--- config.mk ---
export PLATFORM = sky130hd
export DESIGN_NAME = pc_call_stack
export DESIGN_NICKNAME = d
export VERILOG_FILES = /design/src/rtl/pc_call_stack.sv
export SDC_FILE = /design/constraint.sdc
export NUM_CORES = 1
export LEC_CHECK = 0
export ABC_AREA = 1
export ABC_CLOCK_PERIOD_IN_PS = 7600
export BUFFER_PORTS_ARGS = -buffer_cell sky130_fd_sc_hd__buf_2
export CAP_MARGIN = 20
export CORE_MARGIN = 2
export CORE_UTILIZATION = 40
export DETAILED_ROUTE_END_ITERATION = 8
export SLEW_MARGIN = 25
export SYNTH_ARGS = -nofsm -noshare
export SYNTH_HDL_FRONTEND = slang
export SYNTH_SLANG_ARGS = --single-unit
--- constraint.sdc ---
create_clock -name clk -period 7.6 [get_ports clk]
set_input_delay 1.14 -clock clk [delete_from_list [all_inputs] [get_ports clk]]
set_output_delay 1.14 -clock clk [all_outputs]
set_load 0.005 [all_outputs]
--- src/rtl/pc_call_stack.sv ---
// Hack program counter with a hardware return-address stack.
// CALL pushes out+1 and jumps, RET pops into out; overflow/underflow are sticky.
module pc_call_stack #(
  parameter int unsigned      WIDTH     = 16,
  parameter int unsigned      DEPTH     = 8,
  parameter logic [WIDTH-1:0] RESET_VAL = '0
) (
  input  logic                       clk,
  input  logic                       rst,
  input  logic                       clr,
  input  logic                       load,
  input  logic                       inc,
  input  logic                       call,
  input  logic                       ret,
  input  logic [WIDTH-1:0]           in,
  output logic [WIDTH-1:0]           out,
  output logic [$clog2(DEPTH+1)-1:0] sp,
  output logic                       full,
  output logic                       empty,
  output logic                       overflow,
  output logic                       underflow
);

  localparam int unsigned SPW = $clog2(DEPTH + 1);
  localparam int unsigned AW  = $clog2(DEPTH);
  localparam logic [SPW-1:0] SP_FULL = SPW'(DEPTH);

  typedef enum logic [2:0] {
    CMD_HOLD,
    CMD_CLR,
    CMD_RET,
    CMD_RET_UF,
    CMD_CALL,
    CMD_CALL_OF,
    CMD_LOAD,
    CMD_INC
  } cmd_e;

  logic [WIDTH-1:0] out_q, out_d;
  logic [SPW-1:0]   sp_q, sp_d;
  logic             of_q, of_d;
  logic             uf_q, uf_d;
  logic [WIDTH-1:0] stack_q [DEPTH];

  cmd_e             cmd;
  logic             push_en;
  logic [WIDTH-1:0] pc_inc;
  logic [AW-1:0]    wr_idx;
  logic [AW-1:0]    rd_idx;
  logic             full_w;
  logic             empty_w;

  assign full_w  = (sp_q == SP_FULL);
  assign empty_w = (sp_q == '0);
  assign pc_inc  = out_q + 1'b1;
  assign wr_idx  = AW'(sp_q);
  assign rd_idx  = AW'(sp_q - 1'b1);

  // Priority decode: exactly one command acts per cycle.
  always_comb begin
    cmd = CMD_HOLD;
    if (clr)       cmd = CMD_CLR;
    else if (ret)  cmd = empty_w ? CMD_RET_UF : CMD_RET;
    else if (call) cmd = full_w ? CMD_CALL_OF : CMD_CALL;
    else if (load) cmd = CMD_LOAD;
    else if (inc)  cmd = CMD_INC;
  end

  always_comb begin
    out_d   = out_q;
    sp_d    = sp_q;
    of_d    = of_q;
    uf_d    = uf_q;
    push_en = 1'b0;
    case (cmd)
      CMD_CLR: begin
        out_d = RESET_VAL;
        sp_d  = '0;
        of_d  = 1'b0;
        uf_d  = 1'b0;
      end
      CMD_RET: begin
        out_d = stack_q[rd_idx];
        sp_d  = sp_q - 1'b1;
      end
      CMD_RET_UF:  uf_d = 1'b1;
      CMD_CALL: begin
        push_en = 1'b1;
        out_d   = in;
        sp_d    = sp_q + 1'b1;
      end
      CMD_CALL_OF: of_d = 1'b1;
      CMD_LOAD:    out_d = in;
      CMD_INC:     out_d = pc_inc;
      default: ;
    endcase
  end

  always_ff @(posedge clk or posedge rst) begin
    if (rst) begin
      out_q <= RESET_VAL;
      sp_q  <= '0;
      of_q  <= 1'b0;
      uf_q  <= 1'b0;
    end else begin
      out_q <= out_d;
      sp_q  <= sp_d;
      of_q  <= of_d;
      uf_q  <= uf_d;
    end
  end

  // Stack storage is deliberately not reset; unoccupied entries are don't-care.
  always_ff @(posedge clk) begin
    if (push_en) stack_q[wr_idx] <= pc_inc;
  end

  assign out       = out_q;
  assign sp        = sp_q;
  assign full      = full_w;
  assign empty     = empty_w;
  assign overflow  = of_q;
  assign underflow = uf_q;

endmodule

# Yosys cells after proc, flatten, opt, wreduce, memory -nomap -nowiden
# Memories as Yosys holds them, arrays and structs flattened.
# Cells that the tools add are included.
dict set report word_totals {
  reg_bits 22
  ram_bits 128
  in_bits 23
  out_inout_bits 24
  elab_cells 36
  n_memories 1
}
dict set report op_classes {
  add_sub_neg 3
  n_eq_ne 8
  mux 14
  n_reduce_logical 6
}
# name depth width read_ports rd_clocked_by_memory_dff write_ports line
set memory_table {}
lappend memory_table {stack_q 8 16 1 0 1 43} ;# logic [WIDTH-1:0] stack_q [DEPTH];
# op count
set op_table {}
lappend op_table {{$pmux W16 S4} 1}
lappend op_table {{$add A16 B1 Y16 const B} 1}
lappend op_table {{$mux W3} 5}
lappend op_table {{$eq A3 B3 Y1 const B} 4}
lappend op_table {{$pmux W4 S3} 1}
lappend op_table {{$eq A3 B2 Y1 const B} 2}
lappend op_table {{$mux W1} 5}
lappend op_table {{$add A4 B1 Y4 const B} 1}
lappend op_table {{$eq A4 B4 Y1 const B} 1}
lappend op_table {{$logic_not A4 Y1} 1}
lappend op_table {{$pmux W1 S2} 2}
lappend op_table {{$reduce_bool A2 Y1} 2}
lappend op_table {{$reduce_bool A4 Y1} 1}
lappend op_table {{$sub A4 B1 Y4 const B} 1}
lappend op_table {{$eq A3 B1 Y1 const B} 1}
lappend op_table {{$reduce_bool A3 Y1} 1}
lappend op_table {{$reduce_or A2 Y1} 1}

# Longest topological paths before layout
dict set report depth {
  word_depth 9
  ltp_mapped 13
  depth_no_buf 11
}

# Least setup slack after synthesis
# Ideal clock, no wire load.
dict set report synth_path {
  path_type {input-to-reg}
  startpoint {in call}
  endpoint {mem stack_q[0][0] (enable)}
  setup_time_ns 0.388
  arrival_ns 2.565
  slack_ns 4.646
  path_stages 8
  path_buffers 1
  path_cell_list {inv_1 > nor2_4 > nand2_2 > nand2_4 > nor2_4 > nand2_4 > buf_6 > nor2_1}
}
dict set report synth_via {
  elab_chain_len 7
}
# element line
set synth_lines {}
lappend synth_lines {{from (decl)} 13} ;# input logic call,
lappend synth_lines {{$mux W3} 64} ;# else if (call) cmd = full_w ? CMD_CALL_OF : CMD_CALL;
lappend synth_lines {{$mux W3} 63} ;# else if (ret) cmd = empty_w ? CMD_RET_UF : CMD_RET;
lappend synth_lines {{$mux W3} 62} ;# if (clr) cmd = CMD_CLR;
lappend synth_lines {{$eq A3 B3 Y1} 75} ;# case (cmd)
lappend synth_lines {{$mux W1} 75}
lappend synth_lines {{$mux W1} 115} ;# if (push_en) stack_q[wr_idx] <= pc_inc;
lappend synth_lines {{$mux W1 (not written as such)} 115}
lappend synth_lines {{to (decl)} 43}
# No other way between the ends.

# Worst setup path after layout
dict set report layout_path {
  startpoint {reg sp_q[0], in the netlist sp[0]}
  endpoint {reg out_q[3], in the netlist out[3]}
}
dict set report layout_via {
  elab_chain_len 8
  elab_cells_between_ends 17
  classes_between {add/sub (1); eq/ne (6); mux (6); reduce/logical (3); memory (1)}
}
# element line
set layout_lines {}
lappend layout_lines {{from (decl)} 40} ;# logic [SPW-1:0] sp_q, sp_d;
lappend layout_lines {{from (signal assigned)} 107} ;# sp_q <= sp_d;
lappend layout_lines {{$eq A4 B4 Y1} 53} ;# assign full_w = (sp_q == SP_FULL);
lappend layout_lines {{$mux W1} 64}
lappend layout_lines {{$mux W3} 64}
lappend layout_lines {{$mux W3} 63}
lappend layout_lines {{$mux W3} 62}
lappend layout_lines {{$eq A3 B3 Y1} 75}
lappend layout_lines {{$reduce_or A2 Y1 (no line)} -}
lappend layout_lines {{$pmux W16 S4 / $reduce_bool A4 Y1 (equally long branches)} -}
lappend layout_lines {{to (signal assigned)} 106} ;# out_q <= out_d;
lappend layout_lines {{to (decl)} 39} ;# logic [WIDTH-1:0] out_q, out_d;
# Several ways; a longest one is shown, not always the timed one.
# A chain may end at the register's enable or synchronous reset.

==> results_dict.tcl <==
set metrics [dict create \
    outcome "completed" \
    vias 5189 \
    setup_violations 0 \
    fp.dieW_um 137.0 \
    cts.sinks 150 \
    grt_first_pass_wirelength_um 28520 \
    critical-path-max-stage-delay_ns 0.69 \
    nets 787 \
    critical_path_class "reg2reg" \
    slew_headroom 0.4082 \
    antenna_found_initial 0 \
    cp_data_arrival_time_ns 4.12 \
    yosysMostFrequentCell "nand2_1" \
    io_pins 47 \
    core_area_mm2 0.01730 \
    synth_edf_count 128 \
    slowest_stage "clkinv_1" \
    numPortBuffers 46 \
    cts_max_level 4 \
    grt-ovfl-total 0 \
    wl_per_cell_um 18.51 \
    synth_nets 741 \
    cp_cell_sequence "buf_4, inv_2, buf_4, ha_1, buf_4, clkinv_1, a21oi_1, nand2_1, nand3_1, nand2_1, nor2_1, nand2_1" \
    die_y_um 137.0 \
    min_path_type "reg2reg" \
    cts-root-buf "clkbuf_16" \
    synth_top_area_share 0.5429 \
    synthCells 714 \
    ys_warn_count 0 \
    fin_crit_ns 3.807 \
    synth_top_area_cell "edfxtp_1" \
    first_iter_violations 387 \
    area_delta_synth_final_pct 13.78 \
    tns_ns 0 \
    fp-row-count 48 \
    required_ns 7.91 \
    clock_path_buffers 2 \
    viasPerCell 5.205 \
    max_freq_ghz 0.2627 \
    slew_viol_final 0 \
    gp_congestion 0.9627 \
    final_util 0.4658 \
    initial_utilization 0.4094 \
    worst_slew_pin_slew_ns 0.8814 \
    p_sw_mw 1.127 \
    p_leak_nw 3.283 \
    detail-route-antenna-nets 0 \
    synthTopCellsByCount "217 x nand2_1, 128 x edfxtp_1, 94 x nand3_1" \
    fin_ws_ns 3.793 \
    hpwl_um 12370 \
    p_seq_frac 0.391 \
    power_frac_comb 0.334 \
    clock_latency_ns 0.43 \
    ys.flop_type "edfxtp_1" \
    clk_pin_slew_ns 0.06 \
    cts_tree "done" \
    firstDrtPassIters 5 \
    ir_worst_vdd_uv 190.3 \
    grt_use_total 0.2092 \
    grt_pass1_vias 5064 \
    power.density_mw_per_mm2 365.1 \
    syn_area_mm2 0.007081 \
    drive_gt1_frac 0.1554 \
    grt_max_degree 81 \
    crit_family "buffers and inverters" \
    ctsResizeCount 0 \
    maxCapViolations 0 \
    endpoint_kind "flop" \
    postCtsSetupBuffers 0 \
    dieArea_mm2 0.01878 \
    rsz0062_at_grt "false" \
    hold_viol 0 \
    numCtsBuffers 17 \
    fillers 1643 \
    post-place-ws_ns 3.849 \
    design_power_total_mw 2.942 \
    p_sw_frac 0.3831 \
    ys_ff_latch 150 \
    yosysUniqueCellTypes 35 \
    p_clk_frac 0.275 \
    insertedDiodeCount 0 \
    async_flop_share 0.1467 \
    yosys-top-cells-area "edfxtp_1 54%, nand2_1 12%, dfrtp_1 7.8%" \
    seq_area_frac_synth 0.6206 \
    critPathLaunchType "flop" \
    hold_buffers 0 \
    path_buf_inv 5 \
    wirelength_um 18450 \
    internal_power_mw 1.815 \
    timing.final.crit_share 0.5010 \
    skew_ns 0.008714 \
    syn_avg_cell_area_um2 9.917 \
    drc 0 \
    cp_max_fo 80 \
]
==> sequential cells by signal, summed over array words and instances (netlist names) <==
| name | flops |
|---|---|
| stack_q | 128 |
| out | 16 |
| sp | 4 |
| overflow | 1 |
| underflow | 1 |
==> cell families after synthesis <==
group,Yosys count,synth area share
simple gates,424,0.2718
flops,150,0.6206
buf+inv,84,0.05478
compound gates,43,0.03251
xor+xnor,9,0.01325
fa+ha+maj,4,0.007069
==> metal layers <==
metal,vias to the layer above,GRT usage,part of all wire
met4,0,0.07159,0.026
met2,174,0.3436,0.49
li1,2490,-,-
met5,-,0,0
met3,24,0.05630,0.062
met1,2501,0.2676,0.42
==> metrics by stage <==
| stage | area [µm²] | hold WS [ns] | std cells |
|---|---|---|---|
| 2_1_floorplan | 7081 | 0.4905 | 714 |
| 3_3_place_gp | 7487 | 0.4887 | 966 |
| 3_5_place_dp | 7493 | 0.5167 | 966 |
| 4_1_cts | 8056 | 0.5285 | 997 |
| 5_1_grt | 8056 | 0.5362 | 997 |
| 6_report | 8056 | 0.5278 | 997 |
==> power by group through the flow <==
stage,clock (mW),sequential [mW],combinational (mW)
finish,0.808,1.15,0.984
global route,0.858,1.16,1.11
CTS,0.821,1.15,0.993
detailed placement,0,1.16,0.989
global placement,0,1.16,0.975
floorplan,0,1.13,0.685
==> area by class of cell <==
| cell class | count | area [µm²] | share of cell area |
|---|---|---|---|
| Clock buffer | 19 | 432.9 | 0.05374 |
| Clock inverter | 12 | 130.1 | 0.01615 |
| Inverter | 55 | 206.4 | 0.02563 |
| Multi-Input combinational cell | 480 | 2305 | 0.2861 |
| Sequential cell | 150 | 4395 | 0.5456 |
| Tap cell | 225 | 281.5 | 0.03494 |
| Timing Repair Buffer | 56 | 305.3 | 0.03789 |
==> worst register-to-register path, delay by kind of cell (launching register included) <==
kind	cells	cell delay (ns)
AO/OA/AOI/OAI	1	0.33
adder cells (fa/ha/maj)	1	0.41
buffers and inverters	5	2.24
flip-flops	1	0.34
AND/OR/NAND/NOR	5	0.40
==> layout by cell type (no fill, tap or decap), types with 2 or more instances in the layout <==
master / synthesis / layout
xor2_1: 6 / 6
nor2_1: 60 / 60
nor3_4: 1 / 2
nand4_1: 18 / 18
o21a_1: 2 / 2
nor3_1: 3 / 3
nand3_1: 94 / 94
inv_1: 47 / 46
bufinv_16: 0 / 2
a21oi_1: 35 / 35
o21ai_0: 2 / 2
edfxtp_1: 128 / 128
and2_1: 6 / 6
inv_2: 7 / 8
nor2_4: 6 / 6
clkbuf_1: 6 / 2
buf_4: 0 / 10
nand2_2: 4 / 4
inv_6: 0 / 2
nand2_1: 217 / 217
nor3_2: 4 / 3
clkinvlp_4: 0 / 3
nand3_2: 4 / 4
clkinv_1: 1 / 3
nor2_2: 2 / 2
ha_1: 4 / 4
nand2_4: 3 / 3
dfrtp_1: 22 / 21
clkbuf_16: 0 / 17
clkinv_4: 0 / 2
buf_2: 16 / 46
==> final timing paths <==
| path | from | end | slack [ns] | depth (start not counted) |
|---|---|---|---|---|
| setup reg to reg | sp[0] | out[3] | 3.79 | 12 |
| setup / recovery | sp[0] | out[3] | 3.79 | 12 |
| max in group asynchronous | rst | sp[0] | 6.45 | 2 |
| hold reg to reg | underflow | underflow | 0.53 | 2 |
| min in group asynchronous | rst | overflow | 0.76 | 2 |
| hold / removal | underflow | underflow | 0.53 | 2 |
(Power assumes the default switching activity.)
